$ cat src/rtl/branch_pkg.sv
`default_nettype none
// ============================================================================
// Module      : branch_pkg
// Description : Shared types and constants for the execute-side branch
//               resolver: queue entry layout, FSM states and feedback codes.
// Revision    : 1.0 - initial release
// ============================================================================
package branch_pkg;

    // Reference PC width for the entry struct (the resolver packs entries
    // generically so other ADDR_WIDTH values use the same bit layout).
    localparam int BR_PC_WIDTH = 32;

    // One in-flight conditional branch: prediction and the not-taken-by-fetch PC
    typedef struct packed {
        logic                   pred_taken;
        logic [BR_PC_WIDTH-1:0] fallback_pc;
    } br_entry_t;

    // Resolver operating state
    typedef enum logic [0:0] {
        BR_RUN   = 1'b0,
        BR_FLUSH = 1'b1
    } br_state_t;

    // Predictor feedback qualifier encodings
    localparam logic [1:0] BR_COND_IDLE   = 2'b00;
    localparam logic [1:0] BR_COND_UPDATE = 2'b01;

    // A prediction is wrong when the actual outcome differs from it
    function automatic logic br_is_mispredict(input logic actual, input logic predicted);
        return actual ^ predicted;
    endfunction

endpackage : branch_pkg
`default_nettype wire

$ cat src/rtl/br_queue.sv
`default_nettype none
// ============================================================================
// Module      : br_queue
// Description : Circular in-order FIFO of branch records with push, pop and
//               clear. Clear discards contents by snapping the read pointer
//               onto the write pointer and has priority over push/pop.
// Revision    : 1.0 - initial release
// ============================================================================
module br_queue #(
    parameter int DEPTH = 4,
    parameter int WIDTH = 33
) (
    input  wire logic                       clk,
    input  wire logic                       rst_h,
    input  wire logic                       i_push,
    input  wire logic [WIDTH-1:0]           i_push_data,
    input  wire logic                       i_pop,
    input  wire logic                       i_clear,
    output logic      [WIDTH-1:0]           o_head_data,
    output logic      [$clog2(DEPTH+1)-1:0] o_count
);
    import branch_pkg::*;

    localparam int PTR_W = $clog2(DEPTH);
    localparam int CNT_W = $clog2(DEPTH+1);

    localparam logic [PTR_W-1:0] c_PTR_ONE = PTR_W'(1);
    localparam logic [CNT_W-1:0] c_CNT_ONE = CNT_W'(1);
    localparam logic [CNT_W-1:0] c_DEPTH   = CNT_W'(DEPTH);

    logic [WIDTH-1:0] r_mem [DEPTH];
    logic [PTR_W-1:0] r_wr_ptr;
    logic [PTR_W-1:0] r_rd_ptr;
    logic [CNT_W-1:0] r_count;

    logic w_push;
    logic w_pop;

    // Self-protect against overflow/underflow; clear suppresses both
    always_comb begin
        w_push = i_push && !i_clear && (r_count < c_DEPTH);
        w_pop  = i_pop  && !i_clear && (r_count != '0);
    end

    // Pointer and occupancy bookkeeping; pointers wrap naturally (DEPTH is 2^n)
    always_ff @(posedge clk) begin
        if (rst_h) begin
            r_wr_ptr <= '0;
            r_rd_ptr <= '0;
            r_count  <= '0;
        end else if (i_clear) begin
            r_rd_ptr <= r_wr_ptr;
            r_count  <= '0;
        end else begin
            if (w_push) r_wr_ptr <= r_wr_ptr + c_PTR_ONE;
            if (w_pop)  r_rd_ptr <= r_rd_ptr + c_PTR_ONE;
            case ({w_push, w_pop})
                2'b10:   r_count <= r_count + c_CNT_ONE;
                2'b01:   r_count <= r_count - c_CNT_ONE;
                default: r_count <= r_count;
            endcase
        end
    end

    // Storage write; contents need no reset since occupancy gates every read
    always_ff @(posedge clk) begin
        if (w_push) r_mem[r_wr_ptr] <= i_push_data;
    end

    assign o_head_data = r_mem[r_rd_ptr];
    assign o_count     = r_count;

endmodule : br_queue
`default_nettype wire

$ cat src/rtl/branch_resolver.sv
`default_nettype none
// ============================================================================
// Module      : branch_resolver
// Description : Holds predictions of in-flight conditional branches, checks
//               them against execute outcomes, feeds the predictor and issues
//               redirect + flush on a mispredict.
//               Optional: define BR_RESOLVER_STATS_EN to add saturating
//               resolve / mispredict statistics outputs.
// Revision    : 1.0 - initial release
// ============================================================================
module branch_resolver #(
    parameter int DEPTH        = 4,
    parameter int ADDR_WIDTH   = 32,
    parameter int FLUSH_CYCLES = 2
) (
    input  wire logic                       clk,
    input  wire logic                       rst_h,
    input  wire logic                       push_valid,
    input  wire logic                       push_pred_taken,
    input  wire logic [ADDR_WIDTH-1:0]      push_fallback_pc,
    output logic                            push_ready,
    input  wire logic                       res_valid,
    input  wire logic                       res_taken,
    output logic                            act_taken,
    output logic                            pred_taken,
    output logic [1:0]                      branch_cond,
    output logic                            redirect_valid,
    output logic [ADDR_WIDTH-1:0]           redirect_pc,
    output logic                            flush,
    output logic [$clog2(DEPTH+1)-1:0]      inflight_count,
    output logic                            res_error
`ifdef BR_RESOLVER_STATS_EN
    ,
    output logic [15:0]                     stat_resolved,
    output logic [15:0]                     stat_mispredict
`endif
);
    import branch_pkg::*;

    localparam int CNT_W = $clog2(DEPTH+1);
    localparam int FC_W  = $clog2(FLUSH_CYCLES+1);
    localparam int ENT_W = ADDR_WIDTH + 1;

    localparam logic [CNT_W-1:0] c_DEPTH      = CNT_W'(DEPTH);
    localparam logic [FC_W-1:0]  c_FLUSH_LOAD = FC_W'(FLUSH_CYCLES-1);
    localparam logic [FC_W-1:0]  c_FC_ONE     = FC_W'(1);

    br_state_t              r_state;
    logic [FC_W-1:0]        r_flush_cnt;
    logic                   r_act_taken;
    logic                   r_pred_taken;
    logic [1:0]             r_branch_cond;
    logic                   r_redirect_valid;
    logic [ADDR_WIDTH-1:0]  r_redirect_pc;
    logic                   r_flush;
    logic                   r_res_error;

    logic [ENT_W-1:0]       w_head;
    logic [CNT_W-1:0]       w_count;
    logic                   w_head_pred;
    logic [ADDR_WIDTH-1:0]  w_head_pc;
    logic                   w_push_ready;
    logic                   w_push_fire;
    logic                   w_resolve;
    logic                   w_mispredict;
    logic                   w_q_push;
    logic                   w_q_pop;

    // Entry layout: {pred_taken, fallback_pc}, same ordering as br_entry_t
    always_comb begin
        w_head_pred  = w_head[ADDR_WIDTH];
        w_head_pc    = w_head[ADDR_WIDTH-1:0];
        w_push_ready = (r_state == BR_RUN) && (w_count < c_DEPTH);
        w_push_fire  = push_valid && w_push_ready;
        w_resolve    = (r_state == BR_RUN) && res_valid && (w_count != '0);
        w_mispredict = w_resolve && br_is_mispredict(res_taken, w_head_pred);
        // A mispredict squashes the wrong-path push landing in the same cycle
        w_q_push     = w_push_fire && !w_mispredict;
        w_q_pop      = w_resolve && !w_mispredict;
    end

    br_queue #(
        .DEPTH (DEPTH),
        .WIDTH (ENT_W)
    ) u_queue (
        .clk         (clk),
        .rst_h       (rst_h),
        .i_push      (w_q_push),
        .i_push_data ({push_pred_taken, push_fallback_pc}),
        .i_pop       (w_q_pop),
        .i_clear     (w_mispredict),
        .o_head_data (w_head),
        .o_count     (w_count)
    );

    // Resolver FSM with registered feedback, redirect and flush outputs
    always_ff @(posedge clk) begin
        if (rst_h) begin
            r_state          <= BR_RUN;
            r_flush_cnt      <= '0;
            r_act_taken      <= 1'b0;
            r_pred_taken     <= 1'b0;
            r_branch_cond    <= BR_COND_IDLE;
            r_redirect_valid <= 1'b0;
            r_redirect_pc    <= '0;
            r_flush          <= 1'b0;
            r_res_error      <= 1'b0;
        end else begin
            r_branch_cond    <= BR_COND_IDLE;
            r_redirect_valid <= 1'b0;
            r_res_error      <= 1'b0;
            case (r_state)
                BR_RUN: begin
                    if (w_resolve) begin
                        r_act_taken   <= res_taken;
                        r_pred_taken  <= w_head_pred;
                        r_branch_cond <= BR_COND_UPDATE;
                        if (w_mispredict) begin
                            r_redirect_valid <= 1'b1;
                            r_redirect_pc    <= w_head_pc;
                            r_flush          <= 1'b1;
                            r_flush_cnt      <= c_FLUSH_LOAD;
                            r_state          <= BR_FLUSH;
                        end
                    end else if (res_valid) begin
                        // Resolve with nothing in flight
                        r_res_error <= 1'b1;
                    end
                end
                BR_FLUSH: begin
                    if (r_flush_cnt == '0) begin
                        r_flush <= 1'b0;
                        r_state <= BR_RUN;
                    end else begin
                        r_flush_cnt <= r_flush_cnt - c_FC_ONE;
                    end
                end
                default: begin
                    r_flush <= 1'b0;
                    r_state <= BR_RUN;
                end
            endcase
        end
    end

`ifdef BR_RESOLVER_STATS_EN
    logic [15:0] r_stat_resolved;
    logic [15:0] r_stat_mispredict;

    // Saturating resolve / mispredict event counters
    always_ff @(posedge clk) begin
        if (rst_h) begin
            r_stat_resolved   <= '0;
            r_stat_mispredict <= '0;
        end else begin
            if (w_resolve && (r_stat_resolved != 16'hFFFF))
                r_stat_resolved <= r_stat_resolved + 16'd1;
            if (w_mispredict && (r_stat_mispredict != 16'hFFFF))
                r_stat_mispredict <= r_stat_mispredict + 16'd1;
        end
    end

    assign stat_resolved   = r_stat_resolved;
    assign stat_mispredict = r_stat_mispredict;
`endif

    assign push_ready     = w_push_ready;
    assign act_taken      = r_act_taken;
    assign pred_taken     = r_pred_taken;
    assign branch_cond    = r_branch_cond;
    assign redirect_valid = r_redirect_valid;
    assign redirect_pc    = r_redirect_pc;
    assign flush          = r_flush;
    assign inflight_count = w_count;
    assign res_error      = r_res_error;

endmodule : branch_resolver
`default_nettype wire
$ cat config.mk
export PLATFORM = sky130hd
export DESIGN_NAME = branch_resolver
export DESIGN_NICKNAME = d
export VERILOG_FILES = /design/src/rtl/branch_pkg.sv /design/src/rtl/br_queue.sv /design/src/rtl/branch_resolver.sv
export SDC_FILE = /design/constraint.sdc
export NUM_CORES = 1
export LEC_CHECK = 0
export ABC_AREA = 1
export CELL_PAD_IN_SITES_DETAIL_PLACEMENT = 1
export CELL_PAD_IN_SITES_GLOBAL_PLACEMENT = 2
export CORE_ASPECT_RATIO = 0.8
export CORE_MARGIN = 3
export CORE_UTILIZATION = 33
export CTS_CLUSTER_SIZE = 10
export DETAILED_ROUTE_END_ITERATION = 7
export PLACE_DENSITY_LB_ADDON = 0.1
export RECOVER_POWER = 25
export SYNTH_ARGS = -nofsm -noshare
export SYNTH_HDL_FRONTEND = slang
export SYNTH_SLANG_ARGS = --single-unit
export TNS_END_PERCENT = 100
$ cat constraint.sdc
create_clock -name clk -period 2.9 [get_ports clk]
set_input_delay 0.58 -clock clk [delete_from_list [all_inputs] [get_ports clk]]
set_output_delay 0.58 -clock clk [all_outputs]
set_load 0.02 [all_outputs]
==> flow_metrics.env, run 1 <==
export IMPL_outcome="finished clean"
export IMPL_ir_drop_mv=0.446
export IMPL_cts_buffer_depth=2
export IMPL_r2r_end="u_queue.o_count[2]"
export IMPL_diodes=0
export IMPL_synth_nets=588
export IMPL_num_rows=46
export IMPL_gr_total_overflow=0
export IMPL_synth_cell_types=34
export IMPL_rsz0062_at_grt="no"
export IMPL_grt_pass1_vias=4723
export IMPL_clkTransAtPathRegs_ns=0.07
export IMPL_cts_hold_buf=0
export IMPL_postLayoutCoreUtil=0.431
export IMPL_yosys_warnings=0
export IMPL_hold_path_cell_count=2
export IMPL_synth_seq_cells=182
export IMPL_layout_common_cells="nand2_1, edfxtp_1, clkdlybuf4s50_1"
export IMPL_first_pass_iters=4
export IMPL_post_dp_hpwl_mm=10.1
export IMPL_crit_path_start_kind="flop"
export IMPL_finalHoldViolCount=0
export IMPL_fin_crit_sh=0.815
export IMPL_cts_buffers=17
export IMPL_post_cts_setup_buffers=0
export IMPL_fin_nets=676
export IMPL_initial_core_util=0.342
export IMPL_antenna_found_initial=0
export IMPL_cellPowerDensity_nw_per_um2=942
export IMPL_layout_commonest_cell="nand2_1"
export IMPL_drv_cap=0
export IMPL_worst_path_max_fanout=17
export IMPL_skew_ns=0.00960
export IMPL_worst_hold_startpoint="redirect_pc[17]"
export IMPL_tns_ns=0
export IMPL_syn_inst=543
export IMPL_drc=0
export IMPL_insertion_delay_ns=0.42
export IMPL_holdPathEnd="redirect_pc[17]"
export IMPL_syn_area_um2=6900
export IMPL_ioPinCount=81
export IMPL_crit_type="reg2reg"
export IMPL_grt_max_degree=56
export IMPL_die_w_um=168
export IMPL_min_period_ns=2.36
export IMPL_die_y_um=135
export IMPL_tightest_slew_ns=0.640
export IMPL_cts_root_buf="clkbuf_16"
export IMPL_slew_viol_final=0
export IMPL_timing_fmax_mhz=423
export IMPL_die_area_um2=22700
export IMPL_post_cts_resized=0
export IMPL_area_growth_pct=26.0
export IMPL_grt_first_pass_wirelength_mm=26.2
export IMPL_coreArea_um2=20200
export IMPL_place_gp_congestion=0.700
export IMPL_relSlewSlack=0.573
export IMPL_cts_sinks=182
export IMPL_hold_class="reg2reg"
export IMPL_arrival_ns=2.73
export IMPL_layout_drive_gt1_share=0.136
export IMPL_drtIter0Drc=249
export IMPL_wirelength_mm=16.5
export IMPL_power_leakage_nw=3.12
export IMPL_crit_required_ns=3.26
export IMPL_vias_per_cell=4.88
export IMPL_avgSynthCellArea_um2=12.7
export IMPL_endpoint_kind="flop"
export IMPL_final_antenna_net_count=0
export IMPL_post_drt_wl_per_cell_um=18.2
export IMPL_h_tree_depth=4
export IMPL_r2r_cells=14
export IMPL_io_buffers=79
export IMPL_grt_usage=0.151
export IMPL_vias=4421
export IMPL_setup_viol=0
export IMPL_rrSetupSlack_ns=0.54
export IMPL_cts_tree="yes"
export IMPL_ys_seq_area_frac=0.719
worst max-delay path by stage:
stage / cells past startpoint / to / slack, ns
2_1_floorplan: 3 / u_queue.r_mem[0][0] / 0.02
3_3_place_gp: 12 / u_queue.o_count[2] / 0.21
3_5_place_dp: 12 / u_queue.o_count[2] / 0.16
4_1_cts: 14 / u_queue.o_count[2] / 0.49
5_1_grt: 14 / u_queue.o_count[2] / 0.30
6_report: 14 / u_queue.o_count[2] / 0.54
worst max-delay path: stages (launching register included):
cell	delay [ns]
dfxtp_2	0.33
inv_2	0.24
nand2_1	0.11
nand3_2	0.10
nand2_2	0.08
nand2_1	0.06
nand2_1	0.13
nor2_1	0.13
ha_1	0.15
inv_1	0.07
fa_1	0.39
a21oi_1	0.14
o21ai_0	0.11
xor2_1	0.15
nor2_1	0.10
synthesized netlist by cell type:
library cell | instances | share of area
nand2_1 | 135 | 0.073
o21ai_2 | 18 | 0.023
a21oi_1 | 34 | 0.025
nand3_4 | 1 | 0.0025
inv_1 | 18 | 0.0098
inv_4 | 1 | 0.00091
clkbuf_2 | 1 | 0.00072
nand2_2 | 4 | 0.0036
o21ai_1 | 3 | 0.0022
nand3_2 | 2 | 0.0029
conb_1 | 1 | 0.00054
inv_2 | 3 | 0.0016
nor3b_1 | 2 | 0.0022
a22oi_2 | 1 | 0.0018
nor3_2 | 1 | 0.0015
a32o_1 | 23 | 0.033
nand2_4 | 2 | 0.0033
o22ai_1 | 9 | 0.0082
ha_1 | 6 | 0.011
clkbuf_1 | 8 | 0.0044
edfxtp_1 | 132 | 0.57
fa_1 | 1 | 0.0029
o21ai_0 | 24 | 0.017
dfxtp_1 | 50 | 0.15
nor2_1 | 28 | 0.015
xor2_1 | 2 | 0.0025
buf_6 | 5 | 0.0082
buf_2 | 12 | 0.0087
buf_4 | 2 | 0.0022
nor2_4 | 2 | 0.0033
clkinv_1 | 1 | 0.00054
o211ai_1 | 1 | 0.0011
or2_2 | 2 | 0.0018
nand3_1 | 8 | 0.0058
power breakdown:
part | internal [mW] | total, mW | leakage, nW | switching (mW)
clock | 1.54 | 2.50 | 0.301 | 0.956
sequential | 3.24 | 3.41 | 1.62 | 0.167
combinational | 0.879 | 2.29 | 1.20 | 1.41
final cells by class:
type	instances	area [um^2]
Clock inverter	9	175
Fill cell	2110	11500
Sequential cell	182	4970
Tap cell	264	330
Clock buffer	21	450
Inverter	23	88.8
Timing Repair Buffer	97	976
Multi-Input combinational cell	310	1710
layer usage:
metal / share of wire / GRT usage / vias up / wire, um
li1: - / - / 2104 / -
met3: 0.027 / 0.0306 / 15 / 448
met2: 0.49 / 0.254 / 65 / 8030
met5: 0 / 0 / - / 0
met1: 0.48 / 0.197 / 2237 / 7850
met4: 0.011 / 0.0495 / 0 / 178
state kept, by name, indices dropped and copies added (netlist names), 2 cells and up, named ones only:
register and count:
r_flush_cnt 2, redirect_pc 32, u_queue.o_count 3, u_queue.r_mem 132, u_queue.r_rd_ptr 2, u_queue.r_wr_ptr 2
logic make-up after synthesis:
group	Yosys count	synth area share
other	1	0.000543
buffers and inverters	51	0.0370
AO/OA/AOI/OAI	113	0.111
adder cells (fa/ha/maj)	7	0.0138
XOR/XNOR	2	0.00254
AND/OR/NAND/NOR	187	0.115
flip-flops	182	0.719
through the flow:
step,cell area (um^2),hold slack (ns),setup WS [ns],power (mW),std cells
finish,8700,0.446,0.538,8.19,906
global route,8700,0.463,0.299,8.67,906
CTS,8700,0.453,0.490,8.35,906
detailed placement,8070,0.440,0.159,5.82,876
global placement,8070,0.427,0.211,5.76,876
floorplan,6900,0.459,0.0156,4.90,543
Power figures use the tool's default switching activity.
==> run 2, diff against run 1 <==
clock period = 2.44 ns   (was 2.9 ns; I/O delays follow)
==> flow_metrics.env, run 2 (synthesized netlist as in run 1, its figures left out) <==
export IMPL_skew_ns=0.00737
export IMPL_gr_total_overflow=0
export IMPL_layout_common_cells="nand2_1, edfxtp_1, clkdlybuf4s50_1"
export IMPL_grt_use_met2=0.250
export IMPL_endpoint_kind="flop"
export IMPL_cts_tree="yes"
export IMPL_diodes=0
export IMPL_instances_no_fill=911
export IMPL_finalHoldViolCount=0
export IMPL_cts_hold_buf=0
export IMPL_initial_core_util=0.342
export IMPL_h_tree_depth=4
export IMPL_grt_pass1_vias=4750
export IMPL_multi_input_area_um2=1710
export IMPL_dp_cells=879
export IMPL_die_w_um=168
export IMPL_cts_root_buf="clkbuf_16"
export IMPL_post_dp_hpwl_mm=10.1
export IMPL_timing_fmax_mhz=472
export IMPL_r2r_cells=13
export IMPL_fillerInstances=2125
export IMPL_regArea_um2=4970
export IMPL_fin_nets=679
export IMPL_layout_drive_gt1_share=0.141
export IMPL_fin_hold_ws_ns=0.447
export IMPL_largest_register="u_queue.r_mem"
export IMPL_relSlewSlack=0.501
export IMPL_cts_buffer_depth=2
export IMPL_num_rows=46
export IMPL_final_antenna_net_count=0
export IMPL_largest_reg_flops=132
export IMPL_fin_crit_sh=0.869
export IMPL_crit_required_ns=2.80
export IMPL_drtIter0Drc=227
export IMPL_insertion_delay_ns=0.42
export IMPL_rsz0062_at_grt="no"
export IMPL_tns_ns=0
export IMPL_coreArea_um2=20200
export IMPL_post_cts_setup_buffers=0
export IMPL_crit_path_start_kind="input pin"
export IMPL_outcome="finished clean"
export IMPL_hold_class="reg2reg"
export IMPL_die_area_um2=22700
export IMPL_post_drt_wl_per_cell_um=18.1
export IMPL_ioPinCount=81
export IMPL_slew_viol_final=0
export IMPL_worst_path_max_fanout=3
export IMPL_layout_commonest_cell="nand2_1"
export IMPL_hold_path_cell_count=2
export IMPL_power_leakage_nw=3.13
export IMPL_tightest_slew_ns=0.749
export IMPL_cts_buffers=17
export IMPL_rrSetupSlack_ns=0.35
export IMPL_first_pass_iters=4
export IMPL_final_cell_area_um2=8730
export IMPL_clkTransAtPathRegs_ns=0.07
export IMPL_post_cts_resized=0
export IMPL_vias_per_cell=4.87
export IMPL_holdPathEnd="redirect_pc[21]"
export IMPL_arrival_ns=2.48
export IMPL_place_gp_congestion=0.680
export IMPL_grt_usage=0.149
export IMPL_r2r_end="u_queue.o_count[2]"
export IMPL_cellPowerDensity_nw_per_um2=1110
export IMPL_setup_viol=0
export IMPL_grt_max_degree=65
export IMPL_ir_drop_mv=0.615
export IMPL_vias=4441
export IMPL_cts_sinks=182
export IMPL_use_met3=0.0268
export IMPL_antenna_found_initial=0
export IMPL_min_period_ns=2.12
export IMPL_power_total_mw=9.70
export IMPL_wirelength_mm=16.5
export IMPL_crit_type="in2reg"
export IMPL_drv_cap=0
export IMPL_dpl_cell_area_um2=8110
export IMPL_drc=0
export IMPL_die_y_um=135
export IMPL_worst_hold_startpoint="redirect_pc[21]"
export IMPL_busiest_layer="met2"
export IMPL_grt_first_pass_wirelength_mm=25.9
export IMPL_grt_use_met1=0.197
export IMPL_io_buffers=79
export IMPL_area_growth_pct=26.5
run 2: worst max-delay path by stage:
stage | cells past startpoint | startpoint | slack (ns) | endpoint
after global placement | 12 | res_valid | -0.12 | u_queue.o_count[2]
after CTS | 13 | flop | 0.31 | u_queue.o_count[2]
after detailed placement | 12 | res_valid | -0.12 | u_queue.o_count[2]
final | 12 | res_valid | 0.32 | u_queue.o_count[2]
after floorplan | 5 | u_queue.o_count[2] | -0.41 | u_queue.r_mem[0][0]
after global routing | 13 | flop | 0.06 | u_queue.o_count[2]
run 2: power breakdown:
part	internal [mW]	switching (mW)	total, mW	leakage, nW
Combinational	1.06	1.68	2.74	1.22
Sequential	3.85	0.202	4.05	1.62
Clock	1.77	1.13	2.91	0.295
Total	6.68	3.02	9.70	3.13
run 2: layer usage:
metal	vias up	share of wire
li1	2102	-
met1	2260	0.47
met2	63	0.48
met3	16	0.027
met4	0	0.014
met5	-	0
run 2: worst max-delay path, cell delays in order:
cell	delay [ns]
clkdlybuf4s50_1	0.48
nand2_2	0.08
nor2_4	0.17
inv_2	0.05
nor2_1	0.10
ha_1	0.15
inv_1	0.07
fa_1	0.38
a21oi_1	0.14
o21ai_0	0.11
xor2_1	0.15
nor2_1	0.10
run 2: cell type report:
type,count,share of cell area
clock buffer,23,0.0536
clock inverter,9,0.0175
inverter,23,0.0102
multi-input combinational,310,0.196
sequential,182,0.569
tap,264,0.0378
timing repair buffer,100,0.116
run 2: through the flow:
step,setup WS (ns),util
after global placement,-0.118,0.401
final,0.319,0.432
after floorplan,-0.411,-
after detailed placement,-0.119,0.401
after global routing,0.0623,0.432
after CTS,0.312,0.432
==> run 3, diff against run 2 <==
CORE_ASPECT_RATIO = 1.25   (was 0.8)
==> flow_metrics.env, run 3 (synthesized netlist as in run 1, its figures left out) <==
export IMPL_outcome="finished clean"
export IMPL_rsz0062_at_grt="no"
export IMPL_die_area_um2=22700
export IMPL_ioPinCount=81
export IMPL_fin_nets=676
export IMPL_antenna_found_initial=0
export IMPL_pre_cts_ws_ns=-0.0842
export IMPL_cellPowerDensity_nw_per_um2=1090
export IMPL_cts_buffer_depth=2
export IMPL_first_pass_iters=4
export IMPL_hold_path_cell_count=2
export IMPL_post_cts_setup_buffers=0
export IMPL_skew_ns=0.0102
export IMPL_drtIter0Drc=157
export IMPL_largest_reg_flops=132
export IMPL_vias_per_cell=4.76
export IMPL_grt_usage=0.146
export IMPL_vias=4352
export IMPL_tightest_slew_ns=0.699
export IMPL_swShare=0.335
export IMPL_finalHoldViolCount=0
export IMPL_cts_buffers=17
export IMPL_hold_class="reg2reg"
export IMPL_coreArea_um2=20300
export IMPL_fin_hold_ws_ns=0.445
export IMPL_power_leakage_nw=3.08
export IMPL_relSlewSlack=0.534
export IMPL_num_rows=58
export IMPL_insertion_delay_ns=0.42
export IMPL_dp_cells=882
export IMPL_post_cts_resized=0
export IMPL_die_y_um=168
export IMPL_slew_viol_final=0
export IMPL_crit_type="in2reg"
export IMPL_p_sw_mw=3.14
export IMPL_grt_max_degree=65
export IMPL_initial_core_util=0.340
export IMPL_layout_common_cells="nand2_1, edfxtp_1, clkdlybuf4s50_1"
export IMPL_final_antenna_net_count=0
export IMPL_crit_path_start_kind="input pin"
export IMPL_arrival_ns=2.43
export IMPL_place_gp_congestion=0.697
export IMPL_largest_register="u_queue.r_mem"
export IMPL_regArea_um2=4970
export IMPL_post_dp_hpwl_mm=9.90
export IMPL_area_growth_pct=25.2
export IMPL_multi_input_area_um2=1710
export IMPL_diodes=0
export IMPL_setup_viol=0
export IMPL_layout_commonest_cell="nand2_1"
export IMPL_layout_drive_gt1_share=0.144
export IMPL_min_period_ns=2.06
export IMPL_io_buffers=79
export IMPL_fin_crit_sh=0.845
export IMPL_worst_path_max_fanout=3
export IMPL_timing_fmax_mhz=485
export IMPL_gr_total_overflow=0
export IMPL_grt_pass1_vias=4755
export IMPL_drc=0
export IMPL_fillerInstances=2139
export IMPL_r2r_cells=13
export IMPL_clock_power_share=0.278
export IMPL_ir_drop_mv=0.522
export IMPL_endpoint_kind="flop"
export IMPL_wirelength_mm=15.9
export IMPL_instances_no_fill=914
export IMPL_p_int_mw=6.24
export IMPL_cts_root_buf="clkbuf_16"
export IMPL_cts_tree="yes"
export IMPL_drv_cap=0
export IMPL_post_drt_wl_per_cell_um=17.4
export IMPL_clkTransAtPathRegs_ns=0.07
export IMPL_crit_required_ns=2.81
export IMPL_pwr_share_comb=0.292
export IMPL_seqPwrFrac=0.431
export IMPL_cts_sinks=182
export IMPL_h_tree_depth=4
export IMPL_grt_first_pass_wirelength_mm=25.5
export IMPL_setup_slack_ns=0.377
export IMPL_tns_ns=0
export IMPL_die_w_um=135
export IMPL_cts_hold_buf=0
[run 3: layout make-up]
cell class              instances  share of cell area
multi-input cells             310               0.198
flip-flops and latches        182               0.575
clock buffers                  17              0.0492
clock inverters                15              0.0158
well taps                     270              0.0391
repair buffers                 97               0.113
inverters                      23              0.0103
[run 3: metrics by stage]
stage	utilization	area (um^2)	power [mW]
after floorplan	-	6900	5.83
after global placement	0.398	8080	6.84
after detailed placement	0.398	8080	6.94
after CTS	0.425	8640	9.58
after global routing	0.425	8640	9.95
final	0.425	8640	9.38
[run 3: power by group through the flow]
stage / logic (mW) / clock network [mW] / registers, mW
finish: 2.74 / 2.61 / 4.04
global route: 3.04 / 2.82 / 4.10
global placement: 2.75 / 0 / 4.09
floorplan: 1.57 / 0 / 4.26
detailed placement: 2.82 / 0 / 4.12
CTS: 2.83 / 2.70 / 4.05
[run 3: routing by layer]
metal / vias to the layer above / global-route usage / wire length [um]
li1: 2095 / - / -
met2: 65 / 0.264 / 8610
met5: - / 0 / 0
met1: 2187 / 0.172 / 6750
met3: 5 / 0.0322 / 416
met4: 0 / 0.0443 / 84
[run 3: worst max-delay path, stage by stage]
cell	delay, ns
clkdlybuf4s50_1	0.51
inv_1	0.09
nand3_1	0.09
nand2_1	0.08
nor2_1	0.10
ha_1	0.15
inv_1	0.06
fa_1	0.37
a21oi_1	0.14
o21ai_0	0.11
xor2_1	0.15
nor2_1	0.10
[run 3: final timing paths]
path / from / end / slack (ns)
setup / recovery: res_taken / u_queue.o_count[2] / 0.38
hold / removal: redirect_pc[21] / redirect_pc[21] / 0.44
setup reg to reg: flop / u_queue.o_count[2] / 0.40
hold reg to reg: redirect_pc[21] / redirect_pc[21] / 0.44
